===== src/rtl/dmem_ctrl.sv =====
// dmem_ctrl: data-memory controller for a 32-bit SRAM pair (two 64Kx16 chips).
// Arbitrates the debug port (priority) against the core load/store port.
// Builds store byte lanes and aligns/extends load data. Sequences SRAM
// setup/strobe/hold timing.
// Ports:
//   clk, rst            - clock, asynchronous active-high reset
//   core_*              - core load/store request/ack interface
//   dbg_*               - debug word access request/ack interface
//   busy                - controller is not idle
//   sram_addr/ce_n/oe_n/we_n/be_n - SRAM address and strobes (active low)
//   sram_dq_o/dq_oe/dq_i - split data bus toward the top-level tristate
module dmem_ctrl #(
  parameter int unsigned RD_WAIT  = 1,
  parameter int unsigned WR_PULSE = 1
) (
  input  logic        clk,
  input  logic        rst,
  input  logic        core_req,
  input  logic        core_we,
  input  logic [1:0]  core_size,
  input  logic        core_uns,
  input  logic [31:0] core_addr,
  input  logic [31:0] core_wdata,
  output logic        core_ack,
  output logic        core_err,
  output logic [31:0] core_rdata,
  input  logic        dbg_req,
  input  logic        dbg_we,
  input  logic [31:0] dbg_addr,
  input  logic [31:0] dbg_wdata,
  output logic        dbg_ack,
  output logic [31:0] dbg_rdata,
  output logic        busy,
  output logic [15:0] sram_addr,
  output logic        sram_ce_n,
  output logic        sram_oe_n,
  output logic        sram_we_n,
  output logic [3:0]  sram_be_n,
  output logic [31:0] sram_dq_o,
  output logic        sram_dq_oe,
  input  logic [31:0] sram_dq_i
);

  localparam int unsigned CNT_W = 3;

  typedef enum logic [2:0] {
    S_IDLE,
    S_READ,
    S_SETUP,
    S_STROBE,
    S_HOLD,
    S_DONE
  } state_t;

  state_t             state_q, state_d;
  logic [CNT_W-1:0]   cnt_q, cnt_d;
  logic               own_dbg_q, own_dbg_d;
  logic [1:0]         size_q, size_d;
  logic               uns_q, uns_d;
  logic [1:0]         off_q, off_d;

  logic               core_ack_d, core_err_d, dbg_ack_d, busy_d;
  logic [31:0]        core_rdata_d, dbg_rdata_d;
  logic [15:0]        sram_addr_d;
  logic               sram_ce_n_d, sram_oe_n_d, sram_we_n_d, sram_dq_oe_d;
  logic [3:0]         sram_be_n_d;
  logic [31:0]        sram_dq_o_d;

  // Selected request fields (debug wins); debug is always an aligned word.
  logic               sel_we;
  logic [1:0]         sel_size;
  logic               sel_uns;
  logic [1:0]         sel_off;
  logic [15:0]        sel_waddr;
  logic [31:0]        sel_wdata;
  logic               sel_bad;
  logic [3:0]         lane_be_n;
  logic [31:0]        lane_dq;
  logic [31:0]        rd_shift;
  logic [31:0]        rd_load;

  // Address bits outside the 256 KiB window, and debug byte offset, are don't-care.
  logic unused_addr_bits;
  assign unused_addr_bits = ^{core_addr[31:18], dbg_addr[31:18], dbg_addr[1:0]};

  // Request selection and core alignment check
  always_comb begin
    sel_we    = dbg_req ? dbg_we : core_we;
    sel_size  = dbg_req ? 2'b10 : core_size;
    sel_uns   = dbg_req ? 1'b0 : core_uns;
    sel_off   = dbg_req ? 2'b00 : core_addr[1:0];
    sel_waddr = dbg_req ? dbg_addr[17:2] : core_addr[17:2];
    sel_wdata = dbg_req ? dbg_wdata : core_wdata;
    sel_bad   = 1'b0;
    if (!dbg_req) begin
      unique case (core_size)
        2'b00:   sel_bad = 1'b0;
        2'b01:   sel_bad = core_addr[0];
        2'b10:   sel_bad = (core_addr[1:0] != 2'b00);
        default: sel_bad = 1'b1;
      endcase
    end
  end

  // Store lane replication and byte enables
  always_comb begin
    lane_be_n = 4'b0000;
    lane_dq   = sel_wdata;
    unique case (sel_size)
      2'b00: begin
        lane_be_n = ~(4'b0001 << sel_off);
        lane_dq   = {4{sel_wdata[7:0]}};
      end
      2'b01: begin
        lane_be_n = sel_off[1] ? 4'b0011 : 4'b1100;
        lane_dq   = {2{sel_wdata[15:0]}};
      end
      default: begin
        lane_be_n = 4'b0000;
        lane_dq   = sel_wdata;
      end
    endcase
  end

  // Load alignment and extension from the raw bus word
  always_comb begin
    rd_shift = sram_dq_i >> {off_q, 3'b000};
    unique case (size_q)
      2'b00:   rd_load = {{24{~uns_q & rd_shift[7]}}, rd_shift[7:0]};
      2'b01:   rd_load = {{16{~uns_q & rd_shift[15]}}, rd_shift[15:0]};
      default: rd_load = rd_shift;
    endcase
  end

  // Next-state and next-output logic; SRAM controls default to idle
  always_comb begin
    state_d      = state_q;
    cnt_d        = cnt_q;
    own_dbg_d    = own_dbg_q;
    size_d       = size_q;
    uns_d        = uns_q;
    off_d        = off_q;
    core_ack_d   = 1'b0;
    core_err_d   = 1'b0;
    dbg_ack_d    = 1'b0;
    core_rdata_d = core_rdata;
    dbg_rdata_d  = dbg_rdata;
    sram_addr_d  = sram_addr;
    sram_ce_n_d  = 1'b1;
    sram_oe_n_d  = 1'b1;
    sram_we_n_d  = 1'b1;
    sram_be_n_d  = 4'hF;
    sram_dq_o_d  = sram_dq_o;
    sram_dq_oe_d = 1'b0;

    unique case (state_q)
      S_IDLE: begin
        if (dbg_req || core_req) begin
          own_dbg_d = dbg_req;
          size_d    = sel_size;
          uns_d     = sel_uns;
          off_d     = sel_off;
          if (sel_bad) begin
            // Rejected core access: ack with error, no SRAM cycle
            state_d      = S_DONE;
            core_ack_d   = 1'b1;
            core_err_d   = 1'b1;
            core_rdata_d = '0;
          end else if (!sel_we) begin
            state_d     = S_READ;
            cnt_d       = '0;
            sram_addr_d = sel_waddr;
            sram_ce_n_d = 1'b0;
            sram_oe_n_d = 1'b0;
            sram_be_n_d = 4'b0000;
          end else begin
            state_d      = S_SETUP;
            sram_addr_d  = sel_waddr;
            sram_ce_n_d  = 1'b0;
            sram_be_n_d  = lane_be_n;
            sram_dq_o_d  = lane_dq;
            sram_dq_oe_d = 1'b1;
          end
        end
      end

      S_READ: begin
        if (cnt_q == CNT_W'(RD_WAIT)) begin
          // Last read cycle: capture and release the bus
          state_d = S_DONE;
          if (own_dbg_q) begin
            dbg_ack_d   = 1'b1;
            dbg_rdata_d = sram_dq_i;
          end else begin
            core_ack_d   = 1'b1;
            core_rdata_d = rd_load;
          end
        end else begin
          cnt_d       = cnt_q + CNT_W'(1);
          sram_ce_n_d = 1'b0;
          sram_oe_n_d = 1'b0;
          sram_be_n_d = 4'b0000;
        end
      end

      S_SETUP: begin
        state_d      = S_STROBE;
        cnt_d        = '0;
        sram_ce_n_d  = 1'b0;
        sram_we_n_d  = 1'b0;
        sram_be_n_d  = sram_be_n;
        sram_dq_oe_d = 1'b1;
      end

      S_STROBE: begin
        sram_ce_n_d  = 1'b0;
        sram_be_n_d  = sram_be_n;
        sram_dq_oe_d = 1'b1;
        if (cnt_q == CNT_W'(WR_PULSE - 1)) begin
          state_d     = S_HOLD;
          sram_we_n_d = 1'b1;
        end else begin
          cnt_d       = cnt_q + CNT_W'(1);
          sram_we_n_d = 1'b0;
        end
      end

      S_HOLD: begin
        state_d = S_DONE;
        if (own_dbg_q) begin
          dbg_ack_d = 1'b1;
        end else begin
          core_ack_d = 1'b1;
        end
      end

      S_DONE: begin
        state_d = S_IDLE;
      end

      default: begin
        state_d = S_IDLE;
      end
    endcase

    busy_d = (state_d != S_IDLE);
  end

  // State and registered outputs
  always_ff @(posedge clk or posedge rst) begin
    if (rst) begin
      state_q    <= S_IDLE;
      cnt_q      <= '0;
      own_dbg_q  <= 1'b0;
      size_q     <= 2'b00;
      uns_q      <= 1'b0;
      off_q      <= 2'b00;
      core_ack   <= 1'b0;
      core_err   <= 1'b0;
      dbg_ack    <= 1'b0;
      busy       <= 1'b0;
      core_rdata <= '0;
      dbg_rdata  <= '0;
      sram_addr  <= '0;
      sram_ce_n  <= 1'b1;
      sram_oe_n  <= 1'b1;
      sram_we_n  <= 1'b1;
      sram_be_n  <= 4'hF;
      sram_dq_o  <= '0;
      sram_dq_oe <= 1'b0;
    end else begin
      state_q    <= state_d;
      cnt_q      <= cnt_d;
      own_dbg_q  <= own_dbg_d;
      size_q     <= size_d;
      uns_q      <= uns_d;
      off_q      <= off_d;
      core_ack   <= core_ack_d;
      core_err   <= core_err_d;
      dbg_ack    <= dbg_ack_d;
      busy       <= busy_d;
      core_rdata <= core_rdata_d;
      dbg_rdata  <= dbg_rdata_d;
      sram_addr  <= sram_addr_d;
      sram_ce_n  <= sram_ce_n_d;
      sram_oe_n  <= sram_oe_n_d;
      sram_we_n  <= sram_we_n_d;
      sram_be_n  <= sram_be_n_d;
      sram_dq_o  <= sram_dq_o_d;
      sram_dq_oe <= sram_dq_oe_d;
    end
  end

endmodule

===== config.mk =====
export PLATFORM = sky130hd
export DESIGN_NAME = dmem_ctrl
export DESIGN_NICKNAME = d
export VERILOG_FILES = /design/src/rtl/dmem_ctrl.sv
export SDC_FILE = /design/constraint.sdc
export NUM_CORES = 1
export LEC_CHECK = 0
export ABC_AREA = 0
export CORE_MARGIN = 3
export CORE_UTILIZATION = 43
export DETAILED_ROUTE_END_ITERATION = 12
export PLACE_DENSITY = 0.88
export SYNTH_ARGS = -nofsm -noshare
export SYNTH_HDL_FRONTEND = slang
export SYNTH_SLANG_ARGS = --single-unit
export TNS_END_PERCENT = 30

===== constraint.sdc =====
create_clock -name clk -period 6.05 [get_ports clk]
set_input_delay 1.5125 -clock clk [delete_from_list [all_inputs] [get_ports clk]]
set_output_delay 1.5125 -clock clk [all_outputs]
set_load 0.01 [all_outputs]

==> results.toml <==
[run_status]
status = "finished clean"

[synth]
ys_seq_area_share_pct = 49.80
yosys_warnings = 0
avgSynthCellArea_um2 = 11.85
synth_flop_cell = "dfrtp_1"
syn-num-nets = 750
synth_area_leader_cell = "dfrtp_1"
synth_fa_ha_area_share_pct = 0.5478
synth-edff-count = 0
async_flop_share_pct = 100.0
synth_compound_area_share_pct = 11.25
synth_cell_type_count = 54
synth_top_area_share_pct = 47.11
synthMuxAreaShare_pct = 25.15
synth-xor-area-share_pct = 0
syn_inst = 578
synthSimpleGateAreaFrac_pct = 10.19
synth_top_family_by_area = "multiplexers"
synthTopCellsByArea = "dfrtp_1 (47%), mux2_2 (15%), mux2i_1 (5.3%), mux2_1 (4.6%), dfstp_2 (2.7%)"
synth_seq_cells = 136
syn_area_mm2 = 0.006852

[routing]
via_count = 5810
initialDrtViolationCount = 355
vias_per_cell = 5.518
drcViolationCount = 0
drt-pass1-iter-count = 5
wire_per_inst_um = 20.04
ant_nets = 0
routed_wl_um = 21100

[power_and_ir_drop]
leakagePower_nw = 4.352
powerDensity_mw_per_mm2 = 473.8
fin_total_pwr_mw = 4.835
peakVddDrop_uv = 206.4

[global_routing]
grt_first_pass_wirelength_um = 33180
grt_max_degree = 93
grt_pass1_vias = 6006
grt_usage_pct = 24.18
antenna_found_initial = 0
grt_overflow = 0

[final_layout]
drive_gt1_share_pct = 17.93
area_growth_pct = 48.94
final_common_cell = "clkdlybuf4s50_1"
final_cell_mix = "clkdlybuf4s50_1 (261), dfrtp_1 (129), mux2_2 (91)"
antenna_cells = 0
nets = 1001

[place]
hpwlAfterDp_um = 15680
place_congestion = 0.8618
io_buffers = 262

[critical_path]
critPathRequiredTime_ns = 6.35
r2r_start = "state_q[1]"
setup.worst_path.start_class = "primary input"
arrival_ns = 3.97
criticalPathCategory = "in -> reg"
end_kind = "flop"
rr_endpoint = "core_rdata[7]"
worstRegToRegCells = 4
cp_max_fo = 34
endpoint = "sram_dq_o[27]"
r2r_setup_slack_ns = 3.32
crit_start = "core_req"

[min_path]
hold_path_class = "reg -> reg"

[clocking]
clk-insertion-delay-late_ns = 0.42
cts_tree = "built"
cts_buffers = 17
cts_resized = 0
clk_pin_slew_ns = 0.06
htreeDepth = 4
cts_setup_buffers = 0
holdBufCountCts = 0
clk_root_buffer_cell = "clkbuf_16"
clkSinkCount = 136
clockBufferDepth = 2

[timing]
clock_skew_ns = 0.006740
clock.fmax_mhz = 272.3
period_share_pct = 60.70
fin_tns_setup_ns = 0
setup_viol = 0
final-hold-violation-count = 0
slew_violations = 0
slew_headroom_pct = 24.91
worstMarginPinSlew_ns = 1.122
grt_setup_unrepaired = "false"
finalCriticalPeriod_ns = 3.672

[floorplanning]
num_rows = 45
fp.coreArea_mm2 = 0.01537
die_w_um = 132.2
initial_utilization_pct = 44.57
die-area_mm2 = 0.01748
io_pins = 293
die_y_um = 132.2

[run]
drv_cap = 0
[flip-flops by register name, indices dropped and copies added, names as in the netlist]
name and cells:
sram_addr 16, off_q 2, sram_dq_o 32, sram_be_n 4
state_q 3, sram_we_n 1, dbg_rdata 32, size_q 2
core_ack 1, own_dbg_q 1, busy 1, core_rdata 32
sram_oe_n 1, cnt_q 3, uns_q 1, sram_ce_n 1
sram_dq_oe 1, core_err 1, dbg_ack 1
[cell families after synthesis]
kind of cell | after synthesis
adders and majority gates | 3
AOI/OAI and AO/OA | 106
muxes | 156
and+or+nand+nor | 132
DFF | 136
buffers and inverters | 45
[critical path, cell delays in order]
cell and delay (ns):
clkdlybuf4s50_1 0.55, nor2b_1 0.40, nand3_1 0.18, o21ai_4 0.89, mux2_2 0.42
[worst min-delay path by stage]
| stage | startpoint | end | slack, ns | cells after the start |
|---|---|---|---|---|
| 6_report | core_rdata[15] | core_rdata[15] | 0.49 | 1 |
| 5_1_grt | sram_dq_o[18] | sram_dq_o[18] | 0.51 | 1 |
| 4_1_cts | sram_dq_o[23] | sram_dq_o[23] | 0.49 | 1 |
| 3_5_place_dp | core_rdata[15] | core_rdata[15] | 0.47 | 1 |
| 3_3_place_gp | sram_dq_o[7] | sram_dq_o[7] | 0.47 | 1 |
| 2_1_floorplan | size_q[0] | size_q[0] | 0.50 | 2 |
[per-layer routing]
layer / vias up / share of wire, % / global-route usage (%)
met3: 34 / 9.2 / 8.473
met1: 2857 / 39 / 29.35
met5: - / 0 / 0
met4: 0 / 2.5 / 8.718
li1: 2624 / - / -
met2: 295 / 49 / 40.05
[through the flow]
stage | utilization, % | setup slack, ns | instances | hold WS, ns | area [um2]
final | 66.39 | 2.378 | 1053 | 0.4876 | 10200
after global routing | 66.39 | 2.175 | 1053 | 0.5097 | 10200
after CTS | 66.39 | 2.388 | 1053 | 0.4893 | 10200
after detailed placement | 62.55 | 1.952 | 1021 | 0.4726 | 9614
after global placement | 62.55 | 1.932 | 1021 | 0.4667 | 9614
after floorplan | - | 0.9096 | 578 | 0.4984 | 6852
[cells in the mapped netlist (2+ instances only)]
| master | instances |
|---|---|
| dfrtp_1 | 129 |
| buf_4 | 2 |
| a32o_1 | 8 |
| buf_1 | 5 |
| nand2b_1 | 5 |
| nor2_1 | 23 |
| and3b_1 | 2 |
| a211o_1 | 16 |
| inv_1 | 9 |
| mux2_1 | 28 |
| mux2_2 | 91 |
| mux2i_1 | 36 |
| and3_1 | 16 |
| buf_2 | 9 |
| o21a_1 | 2 |
| nand2_1 | 45 |
| dfstp_2 | 7 |
| or3_1 | 10 |
| buf_6 | 3 |
| a21oi_1 | 7 |
| o21ai_0 | 34 |
| nand3b_1 | 3 |
| nor3b_1 | 2 |
| ha_1 | 3 |
| nand3_1 | 5 |
| or2_2 | 2 |
| o211ai_1 | 9 |
| nor2b_1 | 10 |
| clkbuf_1 | 17 |
| a221oi_1 | 7 |
| o21ai_2 | 2 |
| o2bb2ai_1 | 8 |
| a211oi_1 | 2 |
[final cells by class]
cell class                      instances  area, um2
Tap cell                              211      264.0
Timing Repair Buffer                  268       2663
Multi-Input combinational cell        397       3237
Clock inverter                         11      120.1
Clock buffer                           21      470.5
Sequential cell                       136       3412
Fill cell                            1182       5166
Inverter                                9      38.79
[where the power goes]
group | internal, mW | leakage, nW | total, mW | switching, mW
Clock | 0.638 | 0.285 | 1.03 | 0.394
Sequential | 1.36 | 1.66 | 1.63 | 0.277
Combinational | 1.26 | 2.41 | 2.17 | 0.910
Note: power is estimated with default switching activity, not from simulation.
==> variant, RTL diff (same settings) <==
The output `core_err` loses its register stage (`core_err` becomes a continuous assignment).
--- a/src/rtl/dmem_ctrl.sv
+++ b/src/rtl/dmem_ctrl.sv
@@ -258,3 +258,2 @@
       core_ack   <= 1'b0;
-      core_err   <= 1'b0;
       dbg_ack    <= 1'b0;
@@ -278,3 +277,2 @@
       core_ack   <= core_ack_d;
-      core_err   <= core_err_d;
       dbg_ack    <= dbg_ack_d;
@@ -293,2 +291,4 @@
 
+  assign core_err = core_err_d;
+
 endmodule
Function: changed (Yosys sat finds a counterexample within 4 cycles, from zero or initial values and one cycle with rst high).
==> variant against the unedited design <==
- count of clock-buffer cells in the layout shrank 4
- sequential cell count is 1 lower
- register-to-register slack improved by 0.03 ns
- total power increased by 0.49%
- final area about the same
- utilization barely moved
- area after synthesis decreased by 0.37%
- wire length up 1.4%
- setup slack worse by 1.4 ns
- critical endpoint is now core_err
==> variant: results <==
group,metric,value,unit
synthesis,synth_fa_ha_area_share,0.550,%
worst_setup_path,rrSetupSlack,3.35,ns
drt,route.vias.total,5786,
synthesis,netlist_top_cells_area,"dfrtp_1 (47%), mux2_2 (15%), mux2i_1 (5.3%)",
worst_setup_path,critPathTopFamily,"buffers and inverters",
finish,drive_above_1_share,18.2,%
grt,grt_pass1_wl,33600,um
synthesis,synth.net_count,749,
drt,wl_per_cell,20.3,um
worst_setup_path,crit_path_top_delay_cell,"clkdlybuf4s50_1",
grt,grt_pass1_vias,6008,
synthesis,synth_top_area_share,46.9,%
clocking,post_cts_buffers,0,
finish,fillers,1189,
placed_design,routabilityCongestion,0.814,
synthesis,synth_compound_area_share,11.3,%
worst_hold_path,hold_start,"sram_dq_o[31]",
worst_setup_path,critPathMaxFanout,18,
clocking,clockRootBuffer,"clkbuf_16",
clocking,path_clk_slew,0.06,ns
placed_design,portBuffers,262,
power_and_ir_drop,ir_drop,0.246,mV
placed_design,hpwl,15800,um
worst_hold_path,whs_endpoint,"sram_dq_o[31]",
grt,grt_usage,24.6,%
drt,drtIter0Drc,312,
worst_setup_path,worstPathArrival,3.54,ns
clocking,cts.repair.resized,0,
power_and_ir_drop,leakage,4.34,nW
worst_setup_path,reg2reg_depth,4,
status,status,"completed",
synthesis,ys_types,54,
finish,instances_no_fill,1053,
synthesis,synth.avg_cell_area,11.8,um2
synthesis,seq_area_frac_synth,49.6,%
worst_setup_path,slowest_delay,0.57,ns
synthesis,muxShareOfSynthArea,25.2,%
clocking,htree_num_levels,4,
timing,finClkSkew,0.00716,ns
timing,relSlewSlack,23.4,%
synthesis,ys_top_cells_by_count,"dfrtp_1 (128), mux2_2 (91), nand2_1 (45)",
placed_design,dp.cells,1021,
grt,grt_max_degree,106,
-- variant: area by class of cell --
type                    instances  area (um2)  share of cell area, %
clock inverters                15         179                   1.75
multi-input cells             397        3240                   31.7
repair buffers                269        2670                   26.2
inverters                       9        38.8                  0.380
well taps                     211         264                   2.59
flip-flops and latches        135        3390                   33.2
clock buffers                  17         425                   4.17
-- variant: logic make-up (layout without fill, tap and decap cells) --
logic type      Yosys count  count (layout)
compound gates          106             106
fa+ha+maj                 3               3
buf+inv                  45             310
flops                   135             135
mux                     156             156
simple gates            132             132
-- variant: per-layer routing --
layer	up-vias	share of wire (%)	GRT usage [%]
met5	-	0	0
met4	0	2.9	9.22
met3	36	9.3	8.82
met2	290	50	41.9
met1	2835	38	28.6
li1	2625	-	-
-- variant: worst max path at each step --
stage               end  slack [ns]          from
2_1_floorplan      busy        0.94           rst
3_3_place_gp   core_err        1.07  core_size[1]
3_5_place_dp   core_err        1.03      core_req
4_1_cts        core_err        1.02      core_req
5_1_grt        core_err        0.86      core_req
6_report       core_err         1.0      core_req
-- variant: power breakdown --
| group | total [mW] | internal [mW] | switching, mW | leakage (nW) |
|---|---|---|---|---|
| Clock | 1.05 | 0.649 | 0.404 | 0.286 |
| Combinational | 2.18 | 1.26 | 0.917 | 2.41 |
| Sequential | 1.63 | 1.35 | 0.279 | 1.64 |
| Total | 4.86 | 3.26 | 1.60 | 4.34 |
-- variant: per-stage QoR --
step,setup WS [ns],util [%],area (um2),power (mW),hold WS (ns)
floorplan,0.938,-,6830,2.66,0.498
global placement,1.07,62.4,9600,3.76,0.468
detailed placement,1.03,62.4,9600,3.83,0.474
CTS,1.02,66.4,10200,4.90,0.488
global route,0.860,66.4,10200,5.12,0.503
finish,0.998,66.4,10200,4.86,0.483
